`src/rtl/booth_multiplier_if.sv`:
```
// booth_multiplier_if
//   Start/done handshake and operand/result bus between the execution
//   sequencer (master) and the radix-4 multiplier (slave).
//   All vectors are declared MSB-first with bit 0 as the MSB.
//
//   start        master -> slave  request, sampled only while the unit is idle
//   signed_mode  master -> slave  1 = two's-complement operands, 0 = unsigned
//   multiplier   master -> slave  operand A (WIDTH bits)
//   multiplicand master -> slave  operand B (WIDTH bits), recoded in bit pairs
//   result       slave -> master  2*WIDTH-bit product, held until next completion
//   overflow     slave -> master  product does not fit in WIDTH bits
//   done         slave -> master  high when idle with a valid result
interface booth_multiplier_if #(
    parameter int WIDTH = 32
);
    logic                   start;
    logic                   signed_mode;
    logic [0:WIDTH-1]       multiplier;
    logic [0:WIDTH-1]       multiplicand;
    logic [0:2*WIDTH-1]     result;
    logic                   overflow;
    logic                   done;

    modport master (
        output start,
        output signed_mode,
        output multiplier,
        output multiplicand,
        input  result,
        input  overflow,
        input  done
    );

    modport slave (
        input  start,
        input  signed_mode,
        input  multiplier,
        input  multiplicand,
        output result,
        output overflow,
        output done
    );
endinterface

```
`src/rtl/booth_multiplier.sv`:
```
// booth_multiplier
//   Radix-4 (bit-pair) sequential multiplier, unsigned or two's-complement.
//   Fixed latency: capture edge, WIDTH/2+1 iteration edges, one result edge.
//
//   clock  rising-edge clock
//   reset  asynchronous, active-high; aborts any operation in flight
//   bus    booth_multiplier_if slave port (start, signed_mode, multiplier,
//          multiplicand in; result, overflow, done out, all registered)
//
//   The multiplicand is recoded two bits at a time with a carry into the
//   next pair: pair+carry of 0,1,2 give 0,+C,+2C; 3 gives -C with carry;
//   4 gives 0 with carry. The multiplicand is extended by one extra pair
//   (zero or sign bits) so the final carry is always absorbed; in signed
//   mode the carry out of that extra pair exactly cancels the wrap of the
//   extended value and is dropped.
module booth_multiplier #(
    parameter int WIDTH = 32
) (
    input  logic                clock,
    input  logic                reset,
    booth_multiplier_if.slave   bus
);

    localparam int PAIRS = WIDTH / 2 + 1;          // iteration cycles
    localparam int ACC_W = WIDTH + 4;              // accumulator with headroom for +2C and -C
    localparam int LOW_W = WIDTH + 2;              // extended multiplicand / low product bits
    localparam int P_W   = ACC_W + LOW_W;
    localparam int CNT_W = $clog2(PAIRS + 1);

    typedef enum logic [1:0] {
        IDLE,
        ITER,
        RESULT
    } state_t;

    typedef enum logic [1:0] {
        PP_ZERO,
        PP_POS,
        PP_POS2,
        PP_NEG
    } pp_t;

    typedef struct packed {
        logic carry;
        pp_t  pp;
    } recode_t;

    // Bit-pair recode with carry in from the previous (less significant) pair.
    function automatic recode_t recode(input logic [1:0] pair, input logic carry_in);
        recode_t    r;
        logic [2:0] v;
        v = {1'b0, pair} + {2'b00, carry_in};
        case (v)
            3'd0:    begin r.carry = 1'b0; r.pp = PP_ZERO; end
            3'd1:    begin r.carry = 1'b0; r.pp = PP_POS;  end
            3'd2:    begin r.carry = 1'b0; r.pp = PP_POS2; end
            3'd3:    begin r.carry = 1'b1; r.pp = PP_NEG;  end
            default: begin r.carry = 1'b1; r.pp = PP_ZERO; end
        endcase
        return r;
    endfunction

    // Registers
    state_t                 state_q,    state_d;
    logic [ACC_W-1:0]       acc_q,      acc_d;
    logic [LOW_W-1:0]       low_q,      low_d;
    logic [ACC_W-1:0]       c_q,        c_d;
    pp_t                    pp_q,       pp_d;
    logic                   carry_q,    carry_d;
    logic [CNT_W-1:0]       count_q,    count_d;
    logic                   signed_q,   signed_d;
    logic [2*WIDTH-1:0]     result_q,   result_d;
    logic                   overflow_q, overflow_d;
    logic                   done_q,     done_d;

    // Datapath
    logic [WIDTH-1:0]       mplier;
    logic [WIDTH-1:0]       mcand;
    logic                   ext_a;
    logic                   ext_b;
    recode_t                capture_rec;
    recode_t                iter_rec;
    logic [ACC_W-1:0]       addend;
    logic [ACC_W-1:0]       sum;
    logic [P_W-1:0]         shifted;
    logic [2*WIDTH-1:0]     prod;
    logic [WIDTH:0]         upper_signed;
    logic [WIDTH-1:0]       upper_unsigned;
    logic                   ovf_signed;
    logic                   ovf_unsigned;

    // Port vectors are MSB-first; plain assignment keeps numeric value.
    assign mplier = bus.multiplier;
    assign mcand  = bus.multiplicand;

    assign ext_a = bus.signed_mode & mplier[WIDTH-1];
    assign ext_b = bus.signed_mode & mcand[WIDTH-1];

    assign capture_rec = recode(mcand[1:0], 1'b0);
    // low_q[3:2] become low_q[1:0] after this cycle's shift, i.e. next pair.
    assign iter_rec    = recode(low_q[3:2], carry_q);

    always_comb begin
        addend = '0;
        case (pp_q)
            PP_ZERO: addend = '0;
            PP_POS:  addend = c_q;
            PP_POS2: addend = {c_q[ACC_W-2:0], 1'b0};
            PP_NEG:  addend = ~c_q;
            default: addend = '0;
        endcase
    end

    // -C is formed as ~C plus a carry-in of one.
    assign sum = acc_q + addend + {{(ACC_W-1){1'b0}}, (pp_q == PP_NEG)};

    // Partial sums can go transiently negative even for unsigned operands
    // (a -C digit is waiting for its +4C carry), so the wide accumulator is
    // always shifted arithmetically. Unsigned operands are zero-extended into
    // it, which makes this equivalent to a logical shift of the true value.
    assign shifted = $signed({sum, low_q}) >>> 2;

    // After all pairs, {acc, low} holds the exact product; keep 2*WIDTH bits.
    assign prod = {acc_q[WIDTH-3:0], low_q};

    assign upper_signed   = prod[2*WIDTH-1:WIDTH-1];
    assign upper_unsigned = prod[2*WIDTH-1:WIDTH];
    assign ovf_signed     = !((&upper_signed) || !(|upper_signed));
    assign ovf_unsigned   = |upper_unsigned;

    always_comb begin
        state_d    = state_q;
        acc_d      = acc_q;
        low_d      = low_q;
        c_d        = c_q;
        pp_d       = pp_q;
        carry_d    = carry_q;
        count_d    = count_q;
        signed_d   = signed_q;
        result_d   = result_q;
        overflow_d = overflow_q;
        done_d     = done_q;

        case (state_q)
            IDLE: begin
                done_d = 1'b1;
                if (bus.start) begin
                    signed_d = bus.signed_mode;
                    c_d      = {{(ACC_W-WIDTH){ext_a}}, mplier};
                    low_d    = {ext_b, ext_b, mcand};
                    acc_d    = '0;
                    pp_d     = capture_rec.pp;
                    carry_d  = capture_rec.carry;
                    count_d  = CNT_W'(PAIRS);
                    done_d   = 1'b0;
                    state_d  = ITER;
                end
            end

            ITER: begin
                acc_d   = shifted[P_W-1:LOW_W];
                low_d   = shifted[LOW_W-1:0];
                pp_d    = iter_rec.pp;
                carry_d = iter_rec.carry;
                count_d = count_q - CNT_W'(1);
                if (count_q == CNT_W'(1)) begin
                    state_d = RESULT;
                end
            end

            RESULT: begin
                result_d   = prod;
                overflow_d = signed_q ? ovf_signed : ovf_unsigned;
                done_d     = 1'b1;
                state_d    = IDLE;
            end

            default: begin
                done_d  = 1'b1;
                state_d = IDLE;
            end
        endcase
    end

    always_ff @(posedge clock or posedge reset) begin
        if (reset) begin
            state_q    <= IDLE;
            acc_q      <= '0;
            low_q      <= '0;
            c_q        <= '0;
            pp_q       <= PP_ZERO;
            carry_q    <= 1'b0;
            count_q    <= '0;
            signed_q   <= 1'b0;
            result_q   <= '0;
            overflow_q <= 1'b0;
            done_q     <= 1'b1;
        end else begin
            state_q    <= state_d;
            acc_q      <= acc_d;
            low_q      <= low_d;
            c_q        <= c_d;
            pp_q       <= pp_d;
            carry_q    <= carry_d;
            count_q    <= count_d;
            signed_q   <= signed_d;
            result_q   <= result_d;
            overflow_q <= overflow_d;
            done_q     <= done_d;
        end
    end

    assign bus.result   = result_q;
    assign bus.overflow = overflow_q;
    assign bus.done     = done_q;

endmodule

```
`src/flat_wrapper.sv`:
```
// flat-port wrapper written by rule: the top's interface ports become plain ports
module booth_multiplier_flat 
#(
    parameter int WIDTH = 32
)
  (clock, reset, bus_start, bus_signed_mode, bus_multiplier, bus_multiplicand, bus_result, bus_overflow, bus_done);
  booth_multiplier_if #(.WIDTH(WIDTH)) bus_i ();
  input  logic clock;
  input  logic reset;
  input wire logic [$bits(bus_i.start)-1:0] bus_start;
  input wire logic [$bits(bus_i.signed_mode)-1:0] bus_signed_mode;
  input wire logic [$bits(bus_i.multiplier)-1:0] bus_multiplier;
  input wire logic [$bits(bus_i.multiplicand)-1:0] bus_multiplicand;
  output wire logic [$bits(bus_i.result)-1:0] bus_result;
  output wire logic [$bits(bus_i.overflow)-1:0] bus_overflow;
  output wire logic [$bits(bus_i.done)-1:0] bus_done;
  assign bus_i.start = bus_start;
  assign bus_i.signed_mode = bus_signed_mode;
  assign bus_i.multiplier = bus_multiplier;
  assign bus_i.multiplicand = bus_multiplicand;
  assign bus_result = bus_i.result;
  assign bus_overflow = bus_i.overflow;
  assign bus_done = bus_i.done;
  booth_multiplier #(.WIDTH(WIDTH)) u_core (.clock(clock), .reset(reset), .bus(bus_i));
endmodule
```
`config.mk`:
```
export PLATFORM = sky130hd
export DESIGN_NAME = booth_multiplier_flat
export DESIGN_NICKNAME = d
export VERILOG_FILES = /design/src/rtl/booth_multiplier_if.sv /design/src/rtl/booth_multiplier.sv /design/src/flat_wrapper.sv
export SDC_FILE = /design/constraint.sdc
export NUM_CORES = 1
export LEC_CHECK = 0
export ABC_CLOCK_PERIOD_IN_PS = 6750
export CAP_MARGIN = 20
export CORE_MARGIN = 1
export CORE_UTILIZATION = 40
export CTS_BUF_LIST = sky130_fd_sc_hd__clkbuf_16
export CTS_CLUSTER_SIZE = 10
export DETAILED_ROUTE_END_ITERATION = 16
export MAX_ROUTING_LAYER = met4
export PLACE_DENSITY = 0.7
export SYNTH_ARGS = -nofsm -noshare
export SYNTH_HDL_FRONTEND = slang
export SYNTH_SLANG_ARGS = --single-unit
```
`constraint.sdc`:
```
create_clock -name clock -period 6.75 [get_ports clock]
set_input_delay 1.35 -clock clock [delete_from_list [all_inputs] [get_ports clock]]
set_output_delay 1.35 -clock clock [all_outputs]
set_load 0.02 [all_outputs]
```
Word level (Yosys, flattened, before mapping)
Index checks and enable logic that the tools add are counted.
{ "word_totals": {"ff_bits": 180, "in_bits": 68, "out_inout_bits": 66, "word_cells": 65} }
{ "classes": {"addsub": 4, "eq_ne": 14, "mux": 19, "bitwise_logic": 3, "n_reduce_logical": 14} }
{ "op_table": {"columns": ["op", "count"], "rows": [
  ["case mux 36 bit (4 select lines)", 1],
  ["case mux 36 bit (2 select lines)", 1],
  ["case mux 34 bit (2 select lines)", 1],
  ["adder 36 x 1 -> 36 bit", 1],
  ["adder 36 bit", 1],
  ["2-to-1 mux 36 bit", 1],
  ["NOT 36 bit", 1],
  ["2-to-1 mux 34 bit", 1],
  ["AND reduction 33 bit", 1],
  ["OR reduction 33 bit", 1],
  ["OR reduction 32 bit", 1],
  ["case mux 3 bit (4 select lines)", 2],
  ["equality test 2 bit, second input constant", 5],
  ["case mux 5 bit (2 select lines)", 1],
  ["case mux 2 bit (2 select lines)", 2],
  ["equality test 2 x 1 -> 1 bit, second input constant", 3],
  ["equality test 3 x 2 -> 1 bit, second input constant", 2],
  ["zero test 3 bit", 2],
  ["2-to-1 mux 2 bit", 3],
  ["AND reduction 2 bit", 3],
  ["equality test 5 x 1 -> 1 bit, second input constant", 1],
  ["2-to-1 mux 5 bit", 1],
  ["subtractor 5 x 1 -> 5 bit, second input constant", 1],
  ["zero test 2 bit", 2],
  ["10 further kinds", 15]
]} }

Logic depth before layout (Yosys ltp)
{ "depth": {"ltp_word": 5, "mapped_depth": 15} }

Worst setup path before layout
Ideal clock, no wire load.
{ "synth_path": {"path_type": "flip-flop to flip-flop", "from": "reg u_core.pp_q[0]", "to": "reg u_core.acc_q[26]", "arrival_time_ns": 3.420, "t_required_ns": 6.681, "path_slack_ns": 3.262, "stages_incl_launch_ff": 15, "n_path_buf": 2, "synth_period_minus_slack_ns": 3.488, "path_cell_list": "dfrtp_1 -> clkbuf_1 -> buf_1 -> and2_1 -> fa_1 -> inv_1 -> fa_1 -> nand2b_1 -> a21o_1 -> a31o_1 -> o21ai_2 -> a31oi_1 -> o31a_1 -> or4_1 -> nand3_1"} }
{ "synth_via": {"elab_chain_len": 5, "word_cells_on_any_way": 8, "classes_between": "2 x add/sub; 3 x eq/ne; 2 x mux; 1 x reduce/logical"} }
{ "synth_lines": {"columns": ["item", "line", "text"], "rows": [
  ["from (decl)", "booth_multiplier.sv:68", "pp_t pp_q, pp_d;"],
  ["from (signal assigned)", "booth_multiplier.sv:203", "pp_q <= pp_d;"],
  ["equality test 2 bit (tied with other cells)", "booth_multiplier.sv:105, booth_multiplier.sv:115", null],
  ["case mux 36 bit (4 select lines)", "booth_multiplier.sv:105", "case (pp_q)"],
  ["adder 36 bit", "booth_multiplier.sv:115", "assign sum = acc_q + addend + {{(ACC_W-1){1'b0}}, (pp_q == PP_NEG)};"],
  ["adder 36 x 1 -> 36 bit (*)", "booth_multiplier.sv:115", null],
  ["case mux 36 bit (2 select lines) (*)", "booth_multiplier.sv:144", "case (state_q)"],
  ["to (signal assigned)", "booth_multiplier.sv:188", "acc_q <= '0;"],
  ["to (signal assigned)", "booth_multiplier.sv:200", "acc_q <= acc_d;"],
  ["to (decl)", "booth_multiplier.sv:65", "logic [ACC_W-1:0] acc_q, acc_d;"]
]} }
Mark *: on every way between the ends. The rest lies on a longest branch, timed or not.
A chain may end at the register's enable or synchronous reset.

Worst setup path after layout
Same ends and word-level chain as after synthesis.

==> qor.yml <==
syn-cell-area_mm2: 0.00940
wire_per_inst_um: 16.6
cp.arrival_ns: 4.13
r2r_cells: 12
cts_made_buffers: 17
port_buffers: 133
syn_area_per_cell_um2: 9.57
diodes: 0
fmax_mhz: 267
cts_setup_buffers: 0
synthesis.instances: 982
ios: 134
crit_start: "u_core.pp_q[0]"
synth.distinct_cells: 60
start_util: 0.411
num-nets-final: 1190
drt-total-wl_mm: 23.4
grtUsageTotal: 0.210
holdCritPathClass: "reg -> reg"
gp_congestion: 0.930
drt_iter0_drc: 516
pwr_density_cell_mw_per_mm2: 523
syn_nets: 1089
core_area_mm2: 0.0228
grt_pass1_vias: 7579
p_leak_nw: 5.11
cts_root_buf: "clkbuf_16"
finalCritPeriodShare: 0.555
layout.cells.non_filler: 1409
async_flop_share: 1.00
setup_tns_ns: 0
criticalPathCategory: "reg -> reg"
r2r_start: "u_core.pp_q[0]"
slew_viol_final: 0
cts_max_level: 4
setup_viol: 0
ctsResizeCount: 0
grt_pass1_wl_mm: 39.2
status: "finished, final reports clean"
dr.pass1.iters: 5
hold_depth: 1
grt_overflow: 0
die_w_um: 155
antenna_found_initial: 0
synthFlopType: "dfrtp_1"
dp_hpwl_mm: 16.1
fin_skew_ns: 0.0117
rsz0062_at_grt: "no"
layout-drive-gt1-share: 0.114
worstPathMaxFanout: 68
dieArea_mm2: 0.0241
vias: 7771
cp-start-kind: "flip-flop"
maxSlewHeadroom: 0.363
worstSkewPairLatency_ns: 0.44
final.min_clock_period_ns: 3.75
yosysWarnings: 0
ys_seq_area_frac: 0.474
avgViaCountPerCell: 5.52
die_y_um: 155
fillCellCount: 2145
hold_start: "u_core.count_q[4]"
clock-sinks: 178
multi_input_area_mm2: 0.00468
cts_hold_buf: 0
detail-route-antenna-nets: 0
seqCellArea_mm2: 0.00446
worstSetupEndpointType: "flip-flop"
placed_cells: 1376
timing.max_cap.violations: 0
vdd_ir_drop_max_uv: 213
path_clk_slew_ns: 0.08
area_delta_synth_final_pct: 23.9
grt_max_degree: 93
ys_seq_elements: 178
tightest_slew_ns: 0.954
drc: 0
num_rows: 55
cts_tree: "yes"
synth_edf_count: 0
holdWs_ns: 0.478
power_w: 0.00610
critPathRequiredTime_ns: 7.13
clk_path_buf_depth: 2
finalHoldViolCount: 0
-- Yosys cell counts, drive strengths merged, types with 4 or more instances --
library cell	instances	share of area
nand2	219	0.087
dfrtp	177	0.47
o21ai	117	0.064
mux2	64	0.077
clkbuf	49	0.020
o211ai	41	0.033
a21oi	39	0.022
ha	37	0.049
a22oi	36	0.029
a21o	18	0.014
nand4	18	0.012
xor2	18	0.017
nand3	16	0.0085
buf	15	0.0067
nor2	13	0.0052
inv	11	0.0044
nor4	11	0.0073
xnor2	11	0.010
nand2b	6	0.0040
and2	5	0.0033
nor2b	5	0.0033
a211oi	4	0.0032
a22o	4	0.0037
o21bai	4	0.0032
or4	4	0.0032
-- routing by layer --
metal,global-route usage,wire [um],vias to the layer above
li1,-,-,3735
met5,-,0,-
met2,0.332,10900,185
met3,0.0357,958,26
met4,0.0565,362,0
met1,0.280,11200,3825
-- power by group --
group / total, W / internal, W / switching (W)
sequential: 0.00196 / 0.00153 / 0.000425
combinational: 0.00311 / 0.00134 / 0.00177
clock: 0.00103 / 0.000513 / 0.000514
-- worst max-delay path: stages (launching register included) --
cell	delay [ns]
dfrtp_2	0.34
buf_4	0.52
nor2b_1	0.29
a21boi_0	0.19
fa_1	0.43
nand2b_1	0.19
a21o_1	0.18
a31o_1	0.22
o21ai_2	0.17
a31oi_1	0.19
o31a_1	0.38
or4_1	0.47
nand3_1	0.09
-- cell usage in the layout (no fill, tap or decap), drive strengths merged, types with 18 or more instances in the layout --
cell type      count
a21o              18
a22oi             36
a21oi             39
inv               19
clkdlybuf4s50    133
nand2            219
ha                37
nand4             18
dfrtp            177
o21ai            117
mux2              64
xor2              18
o211ai            41
-- per-stage QoR --
stage                     cell area, um2  setup WS (ns)   util
after global routing               11600           2.76  0.510
final                              11600           3.00  0.510
after detailed placement           11000           2.79  0.481
after CTS                          11600           2.78  0.509
after floorplan                     9400          0.571      -
after global placement             11000           2.87  0.481
-- cell type report --
cell class / instances / share of cell area
multi-input cells: 729 / 0.402
flip-flops and latches: 178 / 0.383
repair buffers: 146 / 0.124
clock buffers: 17 / 0.0365
inverters: 11 / 0.00397
well taps: 313 / 0.0336
clock inverters: 15 / 0.0173
-- logic make-up after synthesis --
logic type,after synthesis,synth area share
AND/OR/NAND/NOR,312,0.145
AO/OA/AOI/OAI,285,0.193
flip-flops,178,0.474
buffers and inverters,75,0.0308
multiplexers,64,0.0767
adder cells (fa/ha/maj),39,0.0535
XOR/XNOR,29,0.0270
-- state kept, by name, indices dropped and copies added, names as in the netlist --
signal and flops:
u_core.bus.result 64, u_core.acc_q 34, u_core.low_q 34, u_core.c_q 33
u_core.count_q 5, u_core.pp_q 2, u_core.state_q 2, u_core.bus.done 1
u_core.bus.overflow 1, u_core.carry_q 1, u_core.signed_q 1
-- final timing paths --
check	slack (ns)	to
max	3.00	u_core.acc_q[26]
min	0.48	u_core.count_q[4]
max reg2reg	3.00	u_core.acc_q[26]
min reg2reg	0.48	u_core.count_q[4]
max in group asynchronous	4.04	u_core.acc_q[21]
min in group asynchronous	1.43	u_core.bus.result[19]
Power figures use the tool's default switching activity.
